File: src/rtl/seg_scan_ctrl_pkg.sv
// ----------------------------------------------------------------------------
// seg_scan_ctrl_pkg
// Shared definitions for the two-digit multiplexed 7-segment scanner:
//   - scan_state_t   : scan FSM states, in scan order
//   - SEG_BLANK      : all cathodes off (active-low)
//   - AN_OFF         : both anodes off (active-low)
//   - AN_DIG0/AN_DIG1: anode patterns that light exactly one digit
//   - next_scan_state: successor of a state in the fixed scan cycle
// ----------------------------------------------------------------------------
package seg_scan_ctrl_pkg;

   typedef enum logic [1:0] {
      SHOW_A  = 2'd0,
      BLANK_A = 2'd1,
      SHOW_B  = 2'd2,
      BLANK_B = 2'd3
   } scan_state_t;

   localparam logic [6:0] SEG_BLANK = 7'h7F;
   localparam logic [1:0] AN_OFF    = 2'b11;
   localparam logic [1:0] AN_DIG0   = 2'b10;
   localparam logic [1:0] AN_DIG1   = 2'b01;

   function automatic scan_state_t next_scan_state(input scan_state_t s);
      scan_state_t n;
      case (s)
         SHOW_A:  n = BLANK_A;
         BLANK_A: n = SHOW_B;
         SHOW_B:  n = BLANK_B;
         default: n = SHOW_A;
      endcase
      return n;
   endfunction

endpackage

File: src/rtl/seg_scan_ctrl_hex7seg.sv
// ----------------------------------------------------------------------------
// hex7seg
// Combinational hex digit to 7-segment glyph decoder.
//   hex   in  4  digit value 0..F
//   seg_n out 7  cathodes, active-low, ordered {g,f,e,d,c,b,a}
// Lower-case b and d are used so they are distinguishable from 8 and 0.
// ----------------------------------------------------------------------------
module hex7seg
   import seg_scan_ctrl_pkg::*;
(
   input  logic [3:0] hex,
   output logic [6:0] seg_n
);

   always_comb begin
      seg_n = SEG_BLANK;
      case (hex)
         4'h0: seg_n = 7'h40;
         4'h1: seg_n = 7'h79;
         4'h2: seg_n = 7'h24;
         4'h3: seg_n = 7'h30;
         4'h4: seg_n = 7'h19;
         4'h5: seg_n = 7'h12;
         4'h6: seg_n = 7'h02;
         4'h7: seg_n = 7'h78;
         4'h8: seg_n = 7'h00;
         4'h9: seg_n = 7'h10;
         4'hA: seg_n = 7'h08;
         4'hB: seg_n = 7'h03;
         4'hC: seg_n = 7'h46;
         4'hD: seg_n = 7'h21;
         4'hE: seg_n = 7'h06;
         4'hF: seg_n = 7'h0E;
         default: seg_n = SEG_BLANK;
      endcase
   end

endmodule

File: src/rtl/seg_scan_ctrl.sv
// ----------------------------------------------------------------------------
// seg_scan_ctrl
// Two-digit time-multiplexed 7-segment display scanner with dead time
// between digits to suppress ghosting.
//   Parameters: N (digit width, 4 only), DIV (show dwell, >=2 cycles),
//               BLANK (dead-time dwell, >=1 cycle)
//   clk    in   1  system clock
//   rst_n  in   1  asynchronous active-low reset
//   en     in   1  scan enable; low blanks the display
//   val_a  in   N  digit-0 value
//   val_b  in   N  digit-1 value
//   dp_in  in   2  decimal points (bit0 = digit 0)
//   sel    out  1  digit select for a downstream 2:1 mux (0 = digit 0)
//   an     out  2  anodes, active-low (bit0 = digit 0)
//   seg    out  7  cathodes, active-low {g,f,e,d,c,b,a}
//   dp     out  1  decimal-point cathode, active-low
//   frame  out  1  one-cycle pulse on entry to SHOW_A
// All outputs are registered and are computed from the next state, so they
// change on the same edge as the state register.
// ----------------------------------------------------------------------------
module seg_scan_ctrl
   import seg_scan_ctrl_pkg::*;
#(
   parameter int N     = 4,
   parameter int DIV   = 100000,
   parameter int BLANK = 2
) (
   input  logic         clk,
   input  logic         rst_n,
   input  logic         en,
   input  logic [N-1:0] val_a,
   input  logic [N-1:0] val_b,
   input  logic [1:0]   dp_in,
   output logic         sel,
   output logic [1:0]   an,
   output logic [6:0]   seg,
   output logic         dp,
   output logic         frame
);

   // Sized from DIV; only widens if BLANK is configured longer than DIV,
   // so the counter can always reach its terminal count without wrapping.
   localparam int DIV_W   = ($clog2(DIV) < 1) ? 1 : $clog2(DIV);
   localparam int BLANK_W = ($clog2(BLANK) < 1) ? 1 : $clog2(BLANK);
   localparam int CNT_W   = (BLANK_W > DIV_W) ? BLANK_W : DIV_W;

   localparam logic [CNT_W-1:0] SHOW_TC  = CNT_W'(DIV - 1);
   localparam logic [CNT_W-1:0] BLANK_TC = CNT_W'(BLANK - 1);

   scan_state_t      state_q, state_d;
   logic [CNT_W-1:0] cnt_q, cnt_d;

   logic [N-1:0]     snap_a_q, snap_a_d;
   logic [N-1:0]     snap_b_q, snap_b_d;
   logic [1:0]       snap_dp_q, snap_dp_d;

   logic             sel_q, sel_d;
   logic [1:0]       an_q, an_d;
   logic [6:0]       seg_q, seg_d;
   logic             dp_q, dp_d;
   logic             frame_q, frame_d;

   logic             frame_entry;
   logic [6:0]       glyph_a, glyph_b;

   // State register
   always_ff @(posedge clk or negedge rst_n) begin
      if (!rst_n) begin
         state_q <= BLANK_B;
         cnt_q   <= '0;
      end else begin
         state_q <= state_d;
         cnt_q   <= cnt_d;
      end
   end

   // Next-state logic; a low enable overrides the terminal count and parks
   // the FSM at the start of BLANK_B, so re-enable always costs BLANK cycles.
   always_comb begin
      logic term;
      state_d = state_q;
      cnt_d   = cnt_q;
      term    = 1'b0;
      if ((state_q == SHOW_A) || (state_q == SHOW_B)) begin
         term = (cnt_q == SHOW_TC);
      end else begin
         term = (cnt_q == BLANK_TC);
      end
      if (!en) begin
         state_d = BLANK_B;
         cnt_d   = '0;
      end else if (term) begin
         state_d = next_scan_state(state_q);
         cnt_d   = '0;
      end else begin
         cnt_d   = cnt_q + CNT_W'(1);
      end
   end

   assign frame_entry = (state_d == SHOW_A) && (state_q != SHOW_A);

   // Inputs are captured only at frame start so both digits of a frame
   // come from one coherent sample.
   always_comb begin
      snap_a_d  = snap_a_q;
      snap_b_d  = snap_b_q;
      snap_dp_d = snap_dp_q;
      if (frame_entry) begin
         snap_a_d  = val_a;
         snap_b_d  = val_b;
         snap_dp_d = dp_in;
      end
   end

   // Decoding the next snapshot lets the first SHOW_A cycle already carry
   // the freshly captured digit.
   hex7seg u_dec_a (
      .hex   (snap_a_d[3:0]),
      .seg_n (glyph_a)
   );

   hex7seg u_dec_b (
      .hex   (snap_b_d[3:0]),
      .seg_n (glyph_b)
   );

   // Output logic, driven by the next state
   always_comb begin
      an_d    = AN_OFF;
      seg_d   = SEG_BLANK;
      dp_d    = 1'b1;
      sel_d   = sel_q;
      frame_d = frame_entry;
      case (state_d)
         SHOW_A: begin
            an_d  = AN_DIG0;
            seg_d = glyph_a;
            dp_d  = ~snap_dp_d[0];
            sel_d = 1'b0;
         end
         SHOW_B: begin
            an_d  = AN_DIG1;
            seg_d = glyph_b;
            dp_d  = ~snap_dp_d[1];
            sel_d = 1'b1;
         end
         default: begin
            an_d  = AN_OFF;
            seg_d = SEG_BLANK;
            dp_d  = 1'b1;
            sel_d = sel_q;
         end
      endcase
   end

   always_ff @(posedge clk or negedge rst_n) begin
      if (!rst_n) begin
         snap_a_q  <= '0;
         snap_b_q  <= '0;
         snap_dp_q <= '0;
         sel_q     <= 1'b0;
         an_q      <= AN_OFF;
         seg_q     <= SEG_BLANK;
         dp_q      <= 1'b1;
         frame_q   <= 1'b0;
      end else begin
         snap_a_q  <= snap_a_d;
         snap_b_q  <= snap_b_d;
         snap_dp_q <= snap_dp_d;
         sel_q     <= sel_d;
         an_q      <= an_d;
         seg_q     <= seg_d;
         dp_q      <= dp_d;
         frame_q   <= frame_d;
      end
   end

   assign sel   = sel_q;
   assign an    = an_q;
   assign seg   = seg_q;
   assign dp    = dp_q;
   assign frame = frame_q;

endmodule
File: config.mk
export PLATFORM = sky130hd
export DESIGN_NAME = seg_scan_ctrl
export DESIGN_NICKNAME = d
export VERILOG_FILES = /design/src/rtl/seg_scan_ctrl_pkg.sv /design/src/rtl/seg_scan_ctrl_hex7seg.sv /design/src/rtl/seg_scan_ctrl.sv
export SDC_FILE = /design/constraint.sdc
export NUM_CORES = 1
export LEC_CHECK = 0
export CELL_PAD_IN_SITES_DETAIL_PLACEMENT = 0
export CELL_PAD_IN_SITES_GLOBAL_PLACEMENT = 2
export CORE_ASPECT_RATIO = 1.1
export CORE_MARGIN = 5
export CORE_UTILIZATION = 38
export CTS_CLUSTER_SIZE = 25
export DETAILED_ROUTE_END_ITERATION = 16
export PLACE_DENSITY_LB_ADDON = 0.3
export SLEW_MARGIN = 10
export SYNTH_ARGS = -nofsm -noshare
export SYNTH_HDL_FRONTEND = slang
export SYNTH_SLANG_ARGS = --single-unit
File: constraint.sdc
create_clock -name clk -period 9.5 [get_ports clk]
set_clock_uncertainty 0.15 [all_clocks]
set_input_delay 1.9 -clock clk [delete_from_list [all_inputs] [get_ports clk]]
set_output_delay 1.9 -clock clk [all_outputs]
set_load 0.01 [all_outputs]
==> metrics.cfg, run 1 <==
[outcome]
status=finished, final reports clean

[sta]
hold_violations=0
tightest_slew_ns=0.929
slew_headroom_pct=38.1
fin_ws_ns=4.54
finalSetupViolations=0
fin_hold_ws_ns=0.338
post-route-min-period_ns=4.96
tns_ns=0
achievable-frequency_mhz=202
rsz0062_at_grt=false
fin_crit_sh_pct=52.2
maxSlewViolCount=0

[floorplan]
die_x_um=91.0
ios=25
core-area_um2=7050
num_rows=32
fp.dieArea_um2=9030
start_util_pct=39.0
dieHeight_um=99.1

[clock_network]
root_buffer=clkbuf_8
cts.sinks=41
cts_resized=0
clkLatencyLatePin_ns=0.29
clkTransAtPathRegs_ns=0.09
post_cts_buffers=0
cts_tree=done
cts_max_path_buffers=2
cts_made_buffers=5
holdBufCountCts=0
htree_levels=2

[logic_synthesis]
ys_seq_area_share_pct=37.9
syn_nets=339
yosysWarningCount=0
ys.flop_type=dfrtp_1
syn-cell-area_um2=2750
synth-seq-cells=41
synth-edff-count=0
synth.avg_cell_area_um2=8.66
async_flop_share_pct=100
synth.distinct_cells=61
postSynthCellCount=317

[finish]
nets=360
area_growth_pct=13.9
drive_above_1_share_pct=11.2
post-route-util_pct=44.4
diodes=0

[pwr]
p_leak_nw=1.33
max-vdd-ir-drop_v=0.000104
pwr-share-seq_pct=34.6
totalPowerFinal_w=0.000829
power.density_nw_per_um2=265
intPower_w=0.000461
p_comb_share_pct=51.4
clkPwrFrac_pct=14.0
switching_share_pct=44.4
p_sw_w=0.000368

[detailed_routing]
drtIter0Drc=130
via_count=2446
dr.pass1.iters=4
drc=0
postRouteAntennaNets=0
wl_mm=7.22
wire_per_inst_um=17.0
vias_per_cell=5.77

[worst_setup_path]
endpoint_kind=flip-flop
path_cells=clkdlybuf4s50_1 -> inv_1 -> or4_1 -> a21oi_2 -> nor2_8 -> inv_4 -> nand2_1 -> nand2_1 -> ha_1 -> nor3b_1 -> o211ai_1 -> a21oi_1 -> a31oi_1 -> nand4_1
crit_required_ns=9.59
cp.depth=14
path_buf_inv=3
crit_slowest_cell=or4_1
critPathTopFamily=simple AND/OR/NAND/NOR gates
path_class=primary input to flip-flop
cp.arrival_ns=5.04
reg2reg_depth=15
max_stage_delay_ns=0.53
worstSetupStartpointType=primary input
crit_path_max_fanout=28
cp_common_cell=nand2_1

[placed_design]
hpwl_mm=5.23
routabilityCongestion=0.867
post-place-ws_ns=4.28
port_buffers=24

[global_route]
grt_max_degree=42
gr-total-overflow=0
grt_pass1_vias=2363
grt_first_pass_wirelength_mm=12.1
antenna_found_initial=0
track_usage_pct=16.4

[job]
cap_viol_max_count=0

[min_path]
whs_path_depth=2
min_path_type=flip-flop to flip-flop

logic make-up (layout without fill, tap and decap cells):
| family | count (synthesis) | after routing | synth area share [%] |
|---|---|---|---|
| buf+inv | 33 | 55 | 5.11 |
| xor+xnor | 14 | 14 | 4.47 |
| fa+ha+maj | 9 | 9 | 4.10 |
| flops | 41 | 41 | 37.9 |
| mux | 8 | 8 | 3.14 |
| simple gates | 139 | 139 | 26.3 |
| compound gates | 73 | 73 | 19.0 |
cells in the mapped netlist, types with 2 or more instances:
cell      instances  area, um2
nand3_1          17       85.1
a21o_1            5       37.5
nor2b_1          10       62.6
inv_2             2       7.51
a22oi_1           2       15.0
o31ai_1           2       15.0
inv_1            19       71.3
mux2i_1           6       60.1
ha_1              9        113
nand2_1          28        105
a31oi_1           3       18.8
xnor2_1           6       52.6
o21ai_0          13       65.1
a21oi_1          14       70.1
o211ai_1          6       45.0
o22ai_1           2       12.5
and3_1            7       43.8
nor3_1            8       40.0
dfstp_2          12        315
xor2_1            8       70.1
a21oi_2           2       17.5
a32oi_1           4       35.0
nor2_1           37        139
nand4_1           8       50.1
clkbuf_1          7       26.3
buf_2             2       10.0
nand2b_1          8       50.1
nor4b_2           2       30.0
nor4_1            5       31.3
a22o_1            2       17.5
or4_1             2       15.0
dfrtp_1          29        726
a221o_1           2       20.0
placed cells by master, fill, tap and decap left out, drive strengths merged, types with 3 or more instances in the layout:
| cell type | instances |
|---|---|
| mux2i | 6 |
| o211ai | 6 |
| xnor2 | 6 |
| nand3 | 17 |
| dfrtp | 29 |
| nand2 | 28 |
| o31ai | 3 |
| nor3 | 8 |
| o21ai | 14 |
| nor2b | 10 |
| clkdlybuf4s50 | 23 |
| clkbuf | 5 |
| a31oi | 3 |
| dfstp | 12 |
| nand4 | 8 |
| a21o | 5 |
| nor4 | 5 |
| and3 | 7 |
| a21oi | 16 |
| ha | 9 |
| xor2 | 8 |
| inv | 22 |
| nor2 | 39 |
| a32oi | 4 |
| nand2b | 8 |
state kept, by name (all words and copies together) (netlist names):
signal     cells
frame          1
snap_a_q       4
state_q        2
snap_b_q       4
seg            7
cnt_q         17
snap_dp_q      2
dp             1
sel            1
an             2
power groups by stage:
stage	Sequential (W)	Clock, W	Combinational, W
3_3_place_gp	0.000290	0	0.000427
3_5_place_dp	0.000289	0	0.000422
2_1_floorplan	0.000271	0	0.000305
5_1_grt	0.000296	0.000129	0.000473
6_report	0.000287	0.000116	0.000426
4_1_cts	0.000287	0.000122	0.000425
area by class of cell:
class | instances | area [um2]
Clock buffer | 5 | 68.8
Clock inverter | 3 | 17.5
Fill cell | 709 | 3920
Inverter | 22 | 85.1
Multi-Input combinational cell | 243 | 1560
Sequential cell | 41 | 1040
Tap cell | 85 | 106
Timing Repair Buffer | 25 | 243
final timing paths:
kind | from | end | slack (ns)
setup / recovery | en | seg[3]$_DFF_PN1_ | 4.54
setup reg to reg | state_q[0]$_DFF_PN1_ | seg[3]$_DFF_PN1_ | 5.78
min in group asynchronous | rst_n | cnt_q[0]$_DFF_PN0_ | 1.59
hold / removal | sel$_DFFE_PN0N_ | sel$_DFFE_PN0N_ | 0.34
max in group asynchronous | rst_n | snap_dp_q[1]$_DFF_PN0_ | 7.03
hold reg to reg | sel$_DFFE_PN0N_ | sel$_DFFE_PN0N_ | 0.34
worst min-delay path, cell delays in order (launching register included):
cell and delay (ns):
dfrtp_1 0.35, nand2_1 0.05, nand2_1 0.05
routing by layer:
metal / up-vias / track usage (%) / wire length, um
li1: 1183 / - / -
met1: 1192 / 22.3 / 3280
met2: 62 / 26.2 / 3510
met3: 9 / 2.57 / 304
met4: 0 / 6.09 / 132
met5: - / 0 / 0
stage by stage:
step           instances  cell area, um2
3_3_place_gp         416            3040
6_report             424            3130
5_1_grt              424            3130
2_1_floorplan        317            2750
4_1_cts              424            3130
3_5_place_dp         416            3040
(Power assumes the default switching activity.)
==> run 2: changes to the inputs <==
CORE_UTILIZATION = 35   (was 38)
clock period = 4.9 ns   (was 9.5 ns; I/O delays follow)
==> metrics.cfg, run 2 (same netlist as run 1, synthesis figures left out) <==
[finish]
diodes=0  ; unchanged
area_growth_pct=14.6
post-route-util_pct=41.6  ; -2.7 points
layout_commonest_cell=nor2_1
drive_above_1_share_pct=10.9  ; -0.29 points
post-route-cell-area_um2=3150  ; +0.68%
nFillCells=782  ; +10%
top_register=cnt_q
nets=360  ; unchanged
layout_common_cells=nor2_1 (37), dfrtp_1 (29), nand2_1 (28)
largest_register_ffs=17  ; unchanged

[clock_network]
cts.sinks=41  ; unchanged
cts_tree=done
root_buffer=clkbuf_8
cts_max_path_buffers=2  ; unchanged
holdBufCountCts=0  ; unchanged
cts_resized=0  ; unchanged
cts_made_buffers=5  ; unchanged
post_cts_buffers=0  ; unchanged
clkTransAtPathRegs_ns=0.08  ; about the same
clkLatencyLatePin_ns=0.29  ; about the same
htree_levels=2  ; unchanged

[global_route]
grt_max_degree=42  ; unchanged
track_usage_pct=15.9  ; -0.42 points
gr-total-overflow=0  ; unchanged
grt_pass1_vias=2423  ; +2.5%
antenna_found_initial=0  ; unchanged
grt_first_pass_wirelength_mm=12.0  ; -0.57%

[sta]
tns_ns=0  ; unchanged
achievable-frequency_mhz=247
maxSlewViolCount=0  ; unchanged
finalSetupViolations=0  ; unchanged
rsz0062_at_grt=false
slew_headroom_pct=37.3  ; -0.75 points
tightest_slew_ns=0.941  ; +0.0113 ns
post-route-min-period_ns=4.06
hold_violations=0  ; unchanged
fin_crit_sh_pct=82.8

[floorplan]
start_util_pct=36.3  ; -2.6 points
dieHeight_um=103  ; +3.8%
die_x_um=94.4  ; +3.7%
num_rows=33  ; +3.1%
fp.dieArea_um2=9720  ; +7.7%
ios=25  ; unchanged
core-area_um2=7560  ; +7.2%

[pwr]
intPower_w=0.000893  ; +94%
p_sw_w=0.000711  ; +93%
p_leak_nw=1.34  ; about the same
clkPwrFrac_pct=13.6  ; -0.4 points
p_comb_share_pct=51.7  ; +0.3 points
power.density_nw_per_um2=510  ; +92%
max-vdd-ir-drop_v=0.000160  ; +54%
switching_share_pct=44.3  ; -0.12 points
pwr-share-seq_pct=34.6  ; about the same

[min_path]
min_path_type=flip-flop to flip-flop

[detailed_routing]
dr.pass1.iters=5  ; +1
vias_per_cell=5.50  ; -4.6%
drtIter0Drc=118  ; -9.2%
via_count=2443  ; -0.12%
wire_per_inst_um=16.5  ; -3.0%
wl_mm=7.34  ; +1.6%
drc=0  ; unchanged
postRouteAntennaNets=0  ; unchanged

[worst_setup_path]
path_buf_inv=3  ; unchanged
critPathTopFamily=simple AND/OR/NAND/NOR gates
path_class=primary input to flip-flop
endpoint_kind=flip-flop
max_stage_delay_ns=0.52  ; about the same
crit_path_max_fanout=28  ; unchanged
worstSetupStartpointType=primary input
crit_slowest_cell=or4_1
crit_required_ns=4.98  ; -4.61 ns
cp_common_cell=nand2_1
cp.arrival_ns=4.14  ; -0.90 ns
path_cells=clkdlybuf4s50_1 -> inv_1 -> or4_1 -> a21oi_2 -> nor2_8 -> inv_4 -> nand2_1 -> nand2_1 -> ha_1 -> nor3b_1 -> o211ai_1 -> a21oi_1 -> a31oi_1 -> nand4_1

[job]
cap_viol_max_count=0  ; unchanged

[outcome]
status=finished, final reports clean

[placed_design]
hpwl_mm=5.33  ; +2.0%
post_dp_cell_area_um2=3060  ; +0.82%
port_buffers=24  ; unchanged
routabilityCongestion=0.881  ; +1.6%

## run 2: cell types whose count changed in the layout (fill, tap and decap cells not counted)
cell,previous run,this run
clkbuf_1,0,1
clkinvlp_4,1,0
## run 2: path summary, 6_finish.rpt
check,start,endpoint,slack [ns],cells after the start
worst max-delay path,en,seg[3]$_DFF_PN1_,0.84,14
worst min-delay path,snap_dp_q[0]$_DFF_PN0_,snap_dp_q[0]$_DFF_PN0_,0.32,2
worst max register to register,state_q[0]$_DFF_PN1_,seg[3]$_DFF_PN1_,1.20,15
worst min register to register,snap_dp_q[0]$_DFF_PN0_,snap_dp_q[0]$_DFF_PN0_,0.32,2
max in group asynchronous,rst_n,snap_dp_q[0]$_DFF_PN0_,3.34,1
min in group asynchronous,rst_n,snap_b_q[3]$_DFF_PN0_,0.68,1
## run 2: cell type report
class	count	area (um2)	area share [%]
Tap cell	105	131	4.17
Inverter	22	85.1	2.70
Timing Repair Buffer	25	243	7.71
Multi-Input combinational cell	243	1560	49.7
Clock buffer	6	72.6	2.31
Clock inverter	2	10.0	0.318
Sequential cell	41	1040	33.1
## run 2: worst reg2reg max path, stage by stage, from the launching register on
cell      delay, ns
dfstp_2        0.60
inv_1          0.11
ha_1           0.22
or2_2          0.33
nor3_1         0.18
and3_1         0.44
nor2_8         0.18
inv_4          0.28
nand2_1        0.12
nand2_1        0.13
ha_1           0.24
nor3b_1        0.24
o211ai_1       0.11
a21oi_1        0.14
a31oi_1        0.05
nand4_1        0.13
## run 2: power groups by stage
stage / clock, W / sequential [W] / combinational (W)
floorplan: 0 / 0.000525 / 0.000591
global placement: 0 / 0.000566 / 0.000835
detailed placement: 0 / 0.000559 / 0.000825
CTS: 0.000231 / 0.000555 / 0.000828
global route: 0.000247 / 0.000574 / 0.000913
finish: 0.000219 / 0.000556 / 0.000829
## run 2: per-stage QoR
stage	std cells	setup WS [ns]	hold WS, ns	total power [W]
after floorplan	317	1.35	0.291	0.00112
after global placement	436	0.629	0.321	0.00140
after detailed placement	436	0.617	0.314	0.00138
after CTS	444	0.918	0.333	0.00161
after global routing	444	0.650	0.351	0.00173
final	444	0.843	0.325	0.00160
## run 2: per-layer routing
| layer | share of wire [%] | vias to the layer above | GRT usage [%] | wire length, um |
|---|---|---|---|---|
| met1 | 44 | 1165 | 20.0 | 3210 |
| li1 | - | 1186 | - | - |
| met4 | 2.7 | 0 | 7.22 | 199 |
| met5 | 0 | - | 0 | 0 |
| met2 | 48 | 78 | 26.5 | 3500 |
| met3 | 5.8 | 14 | 3.21 | 426 |
==> run 3: changes to the inputs <==
clock period = 4.25 ns   (was 4.9 ns; I/O delays follow)
==> metrics.cfg, run 3 (same netlist as run 1, synthesis figures left out) <==
[sta]
rsz0062_at_grt=false
fin_ws_ns=0.681  ; -0.163 ns
achievable-frequency_mhz=280
tightest_slew_ns=0.952  ; +0.0116 ns
slew_headroom_pct=36.5  ; -0.78 points
fin_crit_sh_pct=84.0
fin_hold_ws_ns=0.336  ; +0.0113 ns
post-route-min-period_ns=3.57
maxSlewViolCount=0  ; unchanged
hold_violations=0  ; unchanged
finalSetupViolations=0  ; unchanged
tns_ns=0  ; unchanged

[job]
cap_viol_max_count=0  ; unchanged

[worst_setup_path]
crit_required_ns=4.30  ; -0.68 ns
path_buf_inv=3  ; unchanged
critPathTopFamily=simple AND/OR/NAND/NOR gates
crit_path_max_fanout=20  ; -29%
endpoint_kind=flip-flop
path_cells=clkdlybuf4s50_1 -> inv_1 -> or4_1 -> a21oi_2 -> nor2_8 -> nor2_1 -> a21o_1 -> inv_1 -> ha_1 -> nor3b_1 -> o211ai_1 -> a21oi_1 -> a31oi_1 -> nand4_1
crit_slowest_cell=or4_1
crit_start=en
worstSetupStartpointType=primary input
path_class=primary input to flip-flop
cp.arrival_ns=3.62  ; -0.52 ns
cp_common_cell=inv_1
max_stage_delay_ns=0.52  ; about the same
r2r-start=state_q[0]$_DFF_PN1_

[detailed_routing]
drtIter0Drc=116  ; -1.7%
via_count=2440  ; -0.12%
drc=0  ; unchanged
wl_mm=7.28  ; -0.75%
postRouteAntennaNets=0  ; unchanged
dr.pass1.iters=4  ; -1
wire_per_inst_um=16.3  ; -1.6%
vias_per_cell=5.45  ; -1.0%

[clock_network]
root_buffer=clkbuf_8
cts_max_path_buffers=2  ; unchanged
clkTransAtPathRegs_ns=0.08  ; about the same
cts_tree=done
htree_levels=2  ; unchanged
holdBufCountCts=0  ; unchanged
cts_resized=0  ; unchanged
cts.sinks=41  ; unchanged
cts_made_buffers=5  ; unchanged
clkLatencyLatePin_ns=0.29  ; about the same
post_cts_buffers=0  ; unchanged

[pwr]
p_leak_nw=1.35  ; +1.1%
totalPowerFinal_w=0.00185  ; +15%
switching_share_pct=43.7  ; -0.58 points
intPower_w=0.00104  ; +17%
max-vdd-ir-drop_v=0.000158  ; -1.3%
p_sw_w=0.000810  ; +14%
power.density_nw_per_um2=583  ; +14%
pwr-share-seq_pct=35.0  ; +0.4 points
clkPwrFrac_pct=13.3  ; -0.3 points
p_comb_share_pct=51.7  ; about the same

[min_path]
min_path_type=flip-flop to flip-flop
hold_start=snap_dp_q[0]$_DFF_PN0_

[finish]
layout_common_cells=nor2_1 (37), dfrtp_1 (29), nand2_1 (28)
area_growth_pct=15.6
top_register=cnt_q
multi_input_area_um2=1560  ; unchanged
largest_register_ffs=17  ; unchanged
layout_commonest_cell=nor2_1
diodes=0  ; unchanged
regArea_um2=1040  ; unchanged
nFillCells=778  ; -0.51%
nets=364  ; +1.1%
drive_above_1_share_pct=11.4  ; +0.46 points
fin_cells=448  ; +0.90%

[placed_design]
dp_cells=440  ; +0.92%
port_buffers=24  ; unchanged
hpwl_mm=5.46  ; +2.5%
routabilityCongestion=0.856  ; -2.9%
post-place-ws_ns=0.383  ; -0.234 ns

[global_route]
grt_first_pass_wirelength_mm=11.8  ; -2.2%
antenna_found_initial=0  ; unchanged
track_usage_pct=15.8  ; -0.19 points
grt_pass1_vias=2334  ; -3.7%
gr-total-overflow=0  ; unchanged
grt_max_degree=42  ; unchanged

[floorplan]
core-area_um2=7560  ; unchanged
num_rows=33  ; unchanged
die_x_um=94.4  ; unchanged
start_util_pct=36.3  ; unchanged
fp.dieArea_um2=9720  ; unchanged
dieHeight_um=103  ; unchanged
ios=25  ; unchanged

[outcome]
status=finished, final reports clean

-- run 3: cell count changes in the layout (fill, tap and decap cells not counted) --
cell	before	now
buf_4	1	5
clkbuf_1	1	3
clkinv_2	2	0
-- run 3: layout make-up --
class,instances,area share [%]
well taps,105,4.14
repair buffers,29,8.59
multi-input cells,243,49.3
clock buffers,8,2.52
inverters,22,2.68
flip-flops and latches,41,32.8
-- run 3: final timing paths --
kind	end	slack [ns]	depth (start not counted)
worst max-delay path	seg[3]$_DFF_PN1_	0.68	14
worst min-delay path	snap_dp_q[0]$_DFF_PN0_	0.34	2
worst max register to register	seg[3]$_DFF_PN1_	0.71	15
worst min register to register	snap_dp_q[0]$_DFF_PN0_	0.34	2
max in group asynchronous	cnt_q[14]$_DFF_PN0_	2.80	1
min in group asynchronous	snap_b_q[3]$_DFF_PN0_	0.56	1
-- run 3: metrics by stage --
step	util [%]	cell area, um2
floorplan	-	2750
global placement	41.0	3090
detailed placement	41.0	3090
CTS	42.0	3170
global route	42.0	3170
finish	42.0	3170
-- run 3: layer usage --
metal / track usage [%] / wire length, um
met1: 20.4 / 3090
met4: 6.22 / 204
met3: 2.99 / 449
met5: 0 / 0
met2: 26.0 / 3540
-- run 3: power by group through the flow --
stage / logic (W) / registers (W) / clock network (W)
CTS: 0.000957 / 0.000648 / 0.000258
detailed placement: 0.000952 / 0.000653 / 0
floorplan: 0.000682 / 0.000606 / 0
global route: 0.00106 / 0.000668 / 0.000275
finish: 0.000958 / 0.000648 / 0.000246
global placement: 0.000967 / 0.000661 / 0
-- run 3: worst reg2reg max path, cell delays in order (launching register included) --
cell and delay (ns):
dfstp_2 0.60, inv_1 0.11, ha_1 0.22, or2_2 0.33, nor3_1 0.18, and3_1 0.45, nor2_8 0.16, nor2_1 0.16
a21o_1 0.14, inv_1 0.05, ha_1 0.25, nor3b_1 0.16, o211ai_1 0.17, a21oi_1 0.09, a31oi_1 0.14, nand4_1 0.11
